File: config.mk
export PLATFORM = sky130hd
export DESIGN_NAME = button_debouncer
export DESIGN_NICKNAME = d
export VERILOG_FILES = /design/src/rtl/button_debouncer.sv
export SDC_FILE = /design/constraint.sdc
export NUM_CORES = 1
export LEC_CHECK = 0
export CAP_MARGIN = 20
export CORE_AREA = 4 4 63 65
export CTS_CLUSTER_DIAMETER = 80
export DETAILED_ROUTE_END_ITERATION = 7
export DIE_AREA = 0 0 67 69
export PLACE_DENSITY = 0.83
export SLEW_MARGIN = 25
export SYNTH_ARGS = -nofsm -noshare
export SYNTH_HDL_FRONTEND = slang
export SYNTH_SLANG_ARGS = --single-unit
File: constraint.sdc
create_clock -name clk -period 2 [get_ports clk]
set_input_delay 0.6 -clock clk [delete_from_list [all_inputs] [get_ports clk]]
set_output_delay 0.6 -clock clk [all_outputs]
set_load 0.1 [all_outputs]
File: src/rtl/button_debouncer.sv
// N-channel 2-FF synchronizer and counter-based debouncer. Each channel also
// emits registered one-cycle rise/fall pulses when its debounced level changes.
module button_debouncer #(
    parameter int N             = 2,
    parameter int CNT_WIDTH     = 16,
    parameter int STABLE_CYCLES = 50000
) (
    input  logic         clk,
    input  logic         reset,
    input  logic [N-1:0] in,
    output logic [N-1:0] out,
    output logic [N-1:0] rise,
    output logic [N-1:0] fall
);

    typedef enum logic {
        STABLE = 1'b0,
        CHECK  = 1'b1
    } state_t;

    localparam logic [CNT_WIDTH-1:0] CNT_ZERO = {CNT_WIDTH{1'b0}};
    localparam logic [CNT_WIDTH-1:0] CNT_ONE  = {{(CNT_WIDTH-1){1'b0}}, 1'b1};
    // Terminal count: the window closes on the STABLE_CYCLES-th mismatching sample.
    localparam logic [CNT_WIDTH-1:0] CNT_LAST = CNT_WIDTH'(STABLE_CYCLES - 1);

    logic [N-1:0] sync1_r;
    logic [N-1:0] sync2_r;

    // Two-flop synchronizer for the raw asynchronous inputs.
    always_ff @(posedge clk) begin
        if (reset) begin
            sync1_r <= {N{1'b0}};
            sync2_r <= {N{1'b0}};
        end else begin
            sync1_r <= in;
            sync2_r <= sync1_r;
        end
    end

    for (genvar i = 0; i < N; i++) begin : g_ch
        state_t               state_r;
        logic [CNT_WIDTH-1:0] cnt_r;
        logic                 out_r;
        logic                 rise_r;
        logic                 fall_r;
        logic                 mismatch_s;

        assign mismatch_s = sync2_r[i] ^ out_r;

        // Per-channel debounce FSM; any matching sample in CHECK restarts the window.
        always_ff @(posedge clk) begin
            if (reset) begin
                state_r <= STABLE;
                cnt_r   <= CNT_ZERO;
                out_r   <= 1'b0;
                rise_r  <= 1'b0;
                fall_r  <= 1'b0;
            end else begin
                rise_r <= 1'b0;
                fall_r <= 1'b0;
                case (state_r)
                    STABLE: begin
                        if (mismatch_s) begin
                            state_r <= CHECK;
                            cnt_r   <= CNT_ONE;
                        end else begin
                            state_r <= STABLE;
                            cnt_r   <= CNT_ZERO;
                        end
                    end
                    CHECK: begin
                        if (!mismatch_s) begin
                            state_r <= STABLE;
                            cnt_r   <= CNT_ZERO;
                        end else if (cnt_r == CNT_LAST) begin
                            state_r <= STABLE;
                            cnt_r   <= CNT_ZERO;
                            out_r   <= sync2_r[i];
                            rise_r  <= sync2_r[i];
                            fall_r  <= ~sync2_r[i];
                        end else begin
                            state_r <= CHECK;
                            cnt_r   <= cnt_r + CNT_ONE;
                        end
                    end
                    default: begin
                        state_r <= STABLE;
                        cnt_r   <= CNT_ZERO;
                    end
                endcase
            end
        end

        assign out[i]  = out_r;
        assign rise[i] = rise_r;
        assign fall[i] = fall_r;
    end

endmodule
==> results.cfg, run 1 <==
[worst_setup_path]
rr_worst_depth = 4
cp-start-kind = flop
critPathKind = reg2reg
critPathMaxStageDelay_ns = 0.54
timing.rr.start = g_ch[1].cnt_r[7]
required_ns = 2.23
crit_chain = or4_1 -> nor4_2 -> a21o_1 -> nor2_1
worstSetupEndpointType = flop
critPathArrivalTime_ns = 2.04
slowest_stage = or4_1
r2r_slack_ns = 0.19
reg2reg_to = g_ch[1].cnt_r[7]
path_max_fanout = 14

[layout]
fin_area_um2 = 2160
layout_commonest_cell = dfxtp_1
multi_input_area_um2 = 902
layout_common_cells = 44 x dfxtp_1, 38 x nor2_1, 25 x xnor2_1
n_fill_cell = 267
regArea_um2 = 881
diodes = 0
area_growth_pct = 13.9
final_util = 0.646
layout-drive-gt1-share = 0.108
layout.nets = 228

[placement]
io_buffers = 9
dpl_cell_area_um2 = 2080
gp_congestion = 0.773
preCtsSetupSlack_ns = 0.0775
dpl.hpwl_mm = 2.28

[floorplan]
start_util = 0.567
rows = 21
chipHeight_um = 69
ios = 10
die_x_um = 67
dieArea_um2 = 4620
coreArea_um2 = 3340

[pwr]
switching_share = 0.201
power_frac_clock = 0.371
pwr_density_cell_nw_per_um2 = 671
ir_worst_vdd_uv = 336
leakage_nw = 0.702
p_int_w = 0.00116
switchingPower_w = 0.000292
p_seq_frac = 0.612
power_frac_comb = 0.016

[synth]
synthDistinctLibCells = 34
ys_ff_latch = 44
ys_seq_area_frac = 0.465
synth_top_area_cell = dfxtp_1
syn_nets = 215
avgSynthCellArea_um2 = 9.06
synth_top_cell_area_share = 0.465
netlist_instances = 209
synth.cell_area_um2 = 1890
yosysWarnings = 0
ys_top_cells_by_area = dfxtp_1 47%, xnor2_1 12%, nor2_1 7.5%

[cts]
worstSkewPairLatency_ns = 0.35
htreeDepth = 2
cts_max_path_buffers = 2
cts_buffers = 5
cts_tree = built
cts_root_buf = clkbuf_4
post_cts_buffers = 0
hold_buffers = 0
cts-resized-gates = 0
clk_pin_slew_worst_paths_ns = 0.13
cts.sinks = 44

[sta]
min_period_ns = 1.81
hold_viol_final = 0
slew_viol_final = 0
finalSetupTns_ns = 0
slew_headroom = 0.721
setup_viol = 0
worst_slew_pin_slew_ns = 0.418
finalWorstSetupSlack_ns = 0.192
fmax_mhz = 553
skew_ns = 0.00793
hold_slack_ns = 0.464
rsz0062_at_grt = false
period_share = 0.904

[job]
maxCapViolCount = 0

[global_routing]
use_met2 = 0.227
use_met3 = 0.0471
top_usage_layer = met2
grt_pass1_vias = 1305
track_usage = 0.155
grt_pass1_wl_mm = 5.57
grt_max_degree = 15
antenna_found_initial = 0
gr-usage-met1 = 0.197
grt-ovfl-total = 0

[drt]
vias_per_cell = 5.09
routed_wl_mm = 3.14
route.vias.total = 1368
drt-pass1-iter-count = 4
dr.first_iter.drc_count = 140
wl_per_cell_um = 11.7
postRouteAntennaNets = 0
route.detailed.drc = 0

[min_path]
holdPathStages = 1
worstHoldPathType = reg2reg
whs_endpoint = sync2_r[1]
hp-start = sync1_r[1]

[outcome]
status = completed
synthesized netlist by cell type (all sizes together):
cell,number
dfxtp,44
nor2,38
xnor2,25
nand3,12
inv,11
nand2,11
nor3,11
buf,8
nor4,8
nand4,5
nor2b,4
and3,3
o21ai,3
or3,3
xor2,3
a21o,2
and2,2
ha,2
nand2b,2
or4bb,2
a211o,1
a211oi,1
a21oi,1
and4,1
clkbuf,1
mux2i,1
nand3b,1
nor4b,1
or4,1
or4b,1
final cells by class:
class | count | area share
Multi-Input combinational cell | 145 | 0.418
Sequential cell | 44 | 0.408
Timing Repair Buffer | 15 | 0.0905
Tap cell | 46 | 0.0267
Clock inverter | 3 | 0.0197
Inverter | 11 | 0.0191
Clock buffer | 5 | 0.0174
kinds of logic (layout without fill, tap and decap cells):
logic type                 count (synthesis)  in the layout  share of synthesized area
and+or+nand+nor                          106            106                      0.301
AOI/OAI and AO/OA                          8              8                     0.0271
xor gates and xnor gates                  28             28                      0.130
adders and majority gates                  2              2                     0.0132
DFF                                       44             44                      0.465
muxes                                      1              1                    0.00529
buffers and inverters                     20             34                     0.0582
how the worst max path moves through the flow:
| stage | start | end | slack, ns | cells past startpoint |
|---|---|---|---|---|
| 5_1_grt | g_ch[1].cnt_r[7] | g_ch[1].cnt_r[7] | 0.08 | 4 |
| 3_3_place_gp | reset | g_ch[1].cnt_r[15] | 0.12 | 4 |
| 6_report | g_ch[1].cnt_r[7] | g_ch[1].cnt_r[7] | 0.19 | 4 |
| 2_1_floorplan | g_ch[1].cnt_r[0] | g_ch[1].cnt_r[10] | 0.34 | 6 |
| 4_1_cts | g_ch[1].cnt_r[7] | g_ch[1].cnt_r[7] | 0.18 | 4 |
| 3_5_place_dp | reset | g_ch[1].cnt_r[15] | 0.08 | 4 |
registers in the layout, summed over array words and instances (netlist names):
signal        cells
g_ch.cnt_r       32
g_ch.fall_r       2
g_ch.out_r        2
g_ch.rise_r       2
g_ch.state_r      2
sync1_r           2
sync2_r           2
power by group through the flow:
| stage | clock [W] | combinational [W] | sequential, W |
|---|---|---|---|
| detailed placement | 0 | 0.0000236 | 0.000906 |
| finish | 0.000537 | 0.0000235 | 0.000887 |
| floorplan | 0 | 0.0000120 | 0.000905 |
| CTS | 0.000555 | 0.0000239 | 0.000887 |
| global placement | 0 | 0.0000227 | 0.000906 |
| global route | 0.000593 | 0.0000266 | 0.000888 |
per-stage QoR:
| stage | std cells | power, W |
|---|---|---|
| 2_1_floorplan | 209 | 0.000917 |
| 3_3_place_gp | 261 | 0.000929 |
| 3_5_place_dp | 261 | 0.000930 |
| 4_1_cts | 269 | 0.00147 |
| 5_1_grt | 269 | 0.00151 |
| 6_report | 269 | 0.00145 |
critical path, delay by kind of cell, from the launching register on:
| kind | cells | cell delay [ns] |
|---|---|---|
| DFF | 1 | 0.36 |
| AOI/OAI and AO/OA | 1 | 0.43 |
| and+or+nand+nor | 3 | 0.91 |
layer usage:
layer  up-vias  share of wire
met2        23           0.48
met4         0          0.021
met5         -              0
li1        725              -
met1       613           0.47
met3         7          0.033
No activity file was read; power rests on OpenSTA's default activity.
==> inputs of run 2 (changes only) <==
Settings changed: ABC_AREA set to 1, CORE_AREA 4 4 63 65 to 4 4 65 67, DIE_AREA 0 0 67 69 to 0 0 69 71, PLACE_DENSITY 0.83 to 0.85.
Clock period 2 ns to 1.7 ns, I/O delays scaled along.
==> results.cfg, run 2 <==
[floorplan]
ios = 10
rows = 22
start_util = 0.577
dieArea_um2 = 4900
die_x_um = 69
chipHeight_um = 71
coreArea_um2 = 3630

[cts]
clk_pin_slew_worst_paths_ns = 0.08
worstSkewPairLatency_ns = 0.30
cts_root_buf = clkbuf_8
cts_tree = built
cts_max_path_buffers = 2
cts_buffers = 5
hold_buffers = 0
cts-resized-gates = 0
post_cts_buffers = 0
cts.sinks = 44
htreeDepth = 2

[synth]
synthDistinctLibCells = 28
async_flop_share = 0
ys_seq_area_frac = 0.420
synth_xor_area_frac = 0.0251
yosysMostFrequentCell = nand2_1
synth_top_cell_area_share = 0.420
synth_mux_area_frac = 0
synth_common_cells = 65 x nand2_1, 45 x nor2_1, 44 x dfxtp_1
synth_top_family_by_area = simple AND/OR/NAND/NOR gates
ys_top_cells_by_area = dfxtp_1 42%, nand2_1 12%, nor2_1 8.1%
synth-edff-count = 0
syn_nets = 299
netlist_instances = 293
ys_ff_latch = 44
yosysWarnings = 0
synth_top_area_cell = dfxtp_1
synthAdderAreaFrac = 0.0119
synth_compound_area_frac = 0.0687
yosys.area_share.simple = 0.368
synth.cell_area_um2 = 2100
synth_flop_cell = dfxtp_1
avgSynthCellArea_um2 = 7.15

[worst_setup_path]
critPathKind = reg2reg
required_ns = 1.88
critPathMaxStageDelay_ns = 0.38
path_max_fanout = 16
worstSetupEndpointType = flop
crit_chain = ha_1 -> nand2_2 -> nor2_4 -> inv_2 -> nor2_4 -> nand2_2 -> nand2_4 -> o21ai_0
critPathArrivalTime_ns = 1.70
slowest_stage = dfxtp_1
cp-start-kind = flop

[sta]
worst_slew_pin_slew_ns = 0.385
period_share = 0.896
skew_ns = 0.00977
rsz0062_at_grt = false
slew_viol_final = 0
fmax_mhz = 656
min_period_ns = 1.52
hold_viol_final = 0
slew_headroom = 0.741
setup_viol = 0

[drt]
routed_wl_mm = 3.87
dr.first_iter.drc_count = 122
route.detailed.drc = 0
route.vias.total = 1774
postRouteAntennaNets = 0
wl_per_cell_um = 10.9
vias_per_cell = 5.01
drt-pass1-iter-count = 4

[layout]
multi_input_area_um2 = 992
final_cells = 354
regArea_um2 = 881
area_growth_pct = 12.9
layout-drive-gt1-share = 0.118
fin_area_um2 = 2370
largest_register_ffs = 32
largest_register = g_ch.cnt_r
n_fill_cell = 312
diodes = 0
layout_commonest_cell = nand2_1
layout_common_cells = 65 x nand2_1, 45 x nor2_1, 44 x dfxtp_1
layout.nets = 312

[global_routing]
track_usage = 0.175
grt_max_degree = 17
antenna_found_initial = 0
grt-ovfl-total = 0
grt_pass1_wl_mm = 6.99
grt_pass1_vias = 1715

[placement]
dpl.hpwl_mm = 2.98
io_buffers = 9
dpl_cell_area_um2 = 2280
gp_congestion = 0.874
placedCellCount = 347

[pwr]
pwr_density_cell_nw_per_um2 = 715
ir_worst_vdd_uv = 617
leakage_nw = 0.777

[min_path]
worstHoldPathType = reg2reg

[outcome]
status = completed

[job]
maxCapViolCount = 0
[run 2: area by class of cell]
type / count / area share
inverter: 40 / 0.0640
multi-input combinational: 201 / 0.419
clock inverter: 2 / 0.00529
sequential: 44 / 0.372
clock buffer: 5 / 0.0291
timing repair buffer: 14 / 0.0846
tap: 48 / 0.0254
[run 2: path summary, 6_finish.rpt]
check                         from               end  slack (ns)  cells past startpoint
setup / recovery  g_ch[0].cnt_r[0]  g_ch[0].cnt_r[0]        0.18                      8
hold / removal          sync1_r[0]        sync2_r[0]        0.41                      2
setup reg to reg  g_ch[0].cnt_r[0]  g_ch[0].cnt_r[0]        0.18                      8
hold reg to reg         sync1_r[0]        sync2_r[0]        0.41                      2
[run 2: metal layers]
metal / routed length (µm) / GRT usage
met1: 1710 / 0.189
met2: 1950 / 0.315
met3: 127 / 0.0483
met4: 85 / 0.0824
met5: 0 / 0
[run 2: critical path, delay by kind of cell (launching register included)]
| family | cells | cell delay, ns |
|---|---|---|
| simple gates | 5 | 0.64 |
| fa+ha+maj | 1 | 0.20 |
| buf+inv | 1 | 0.08 |
| compound gates | 1 | 0.11 |
| flops | 1 | 0.38 |
[run 2: stage by stage]
stage	hold WS, ns	setup TNS, ns	power (W)	worst slack (ns)	utilization
finish	0.413	0	0.00169	0.176	0.651
global route	0.425	0	0.00177	0.0511	0.651
CTS	0.420	0	0.00171	0.170	0.651
detailed placement	0.408	-0.120	0.00109	-0.0649	0.629
global placement	0.392	-0.000173	0.00109	-0.000173	0.629
floorplan	0.388	0	0.00108	0.375	-
[run 2: kinds of logic (layout without fill, tap and decap cells)]
group / after synthesis / after routing
and+or+nand+nor: 165 / 165
DFF: 44 / 44
buffers and inverters: 48 / 61
AOI/OAI and AO/OA: 28 / 28
adders and majority gates: 2 / 2
xor gates and xnor gates: 6 / 6
[run 2: power breakdown]
part           switching, W  internal [W]
Combinational     0.0000127     0.0000144
Clock              0.000345      0.000278
Sequential       0.00000463       0.00104
==> inputs of run 3 (changes only) <==
Settings changed: HOLD_SLACK_MARGIN set to 0.15.
==> results of run 3 <==
No change in the layout: final DEF, timing and power equal those of run 2.
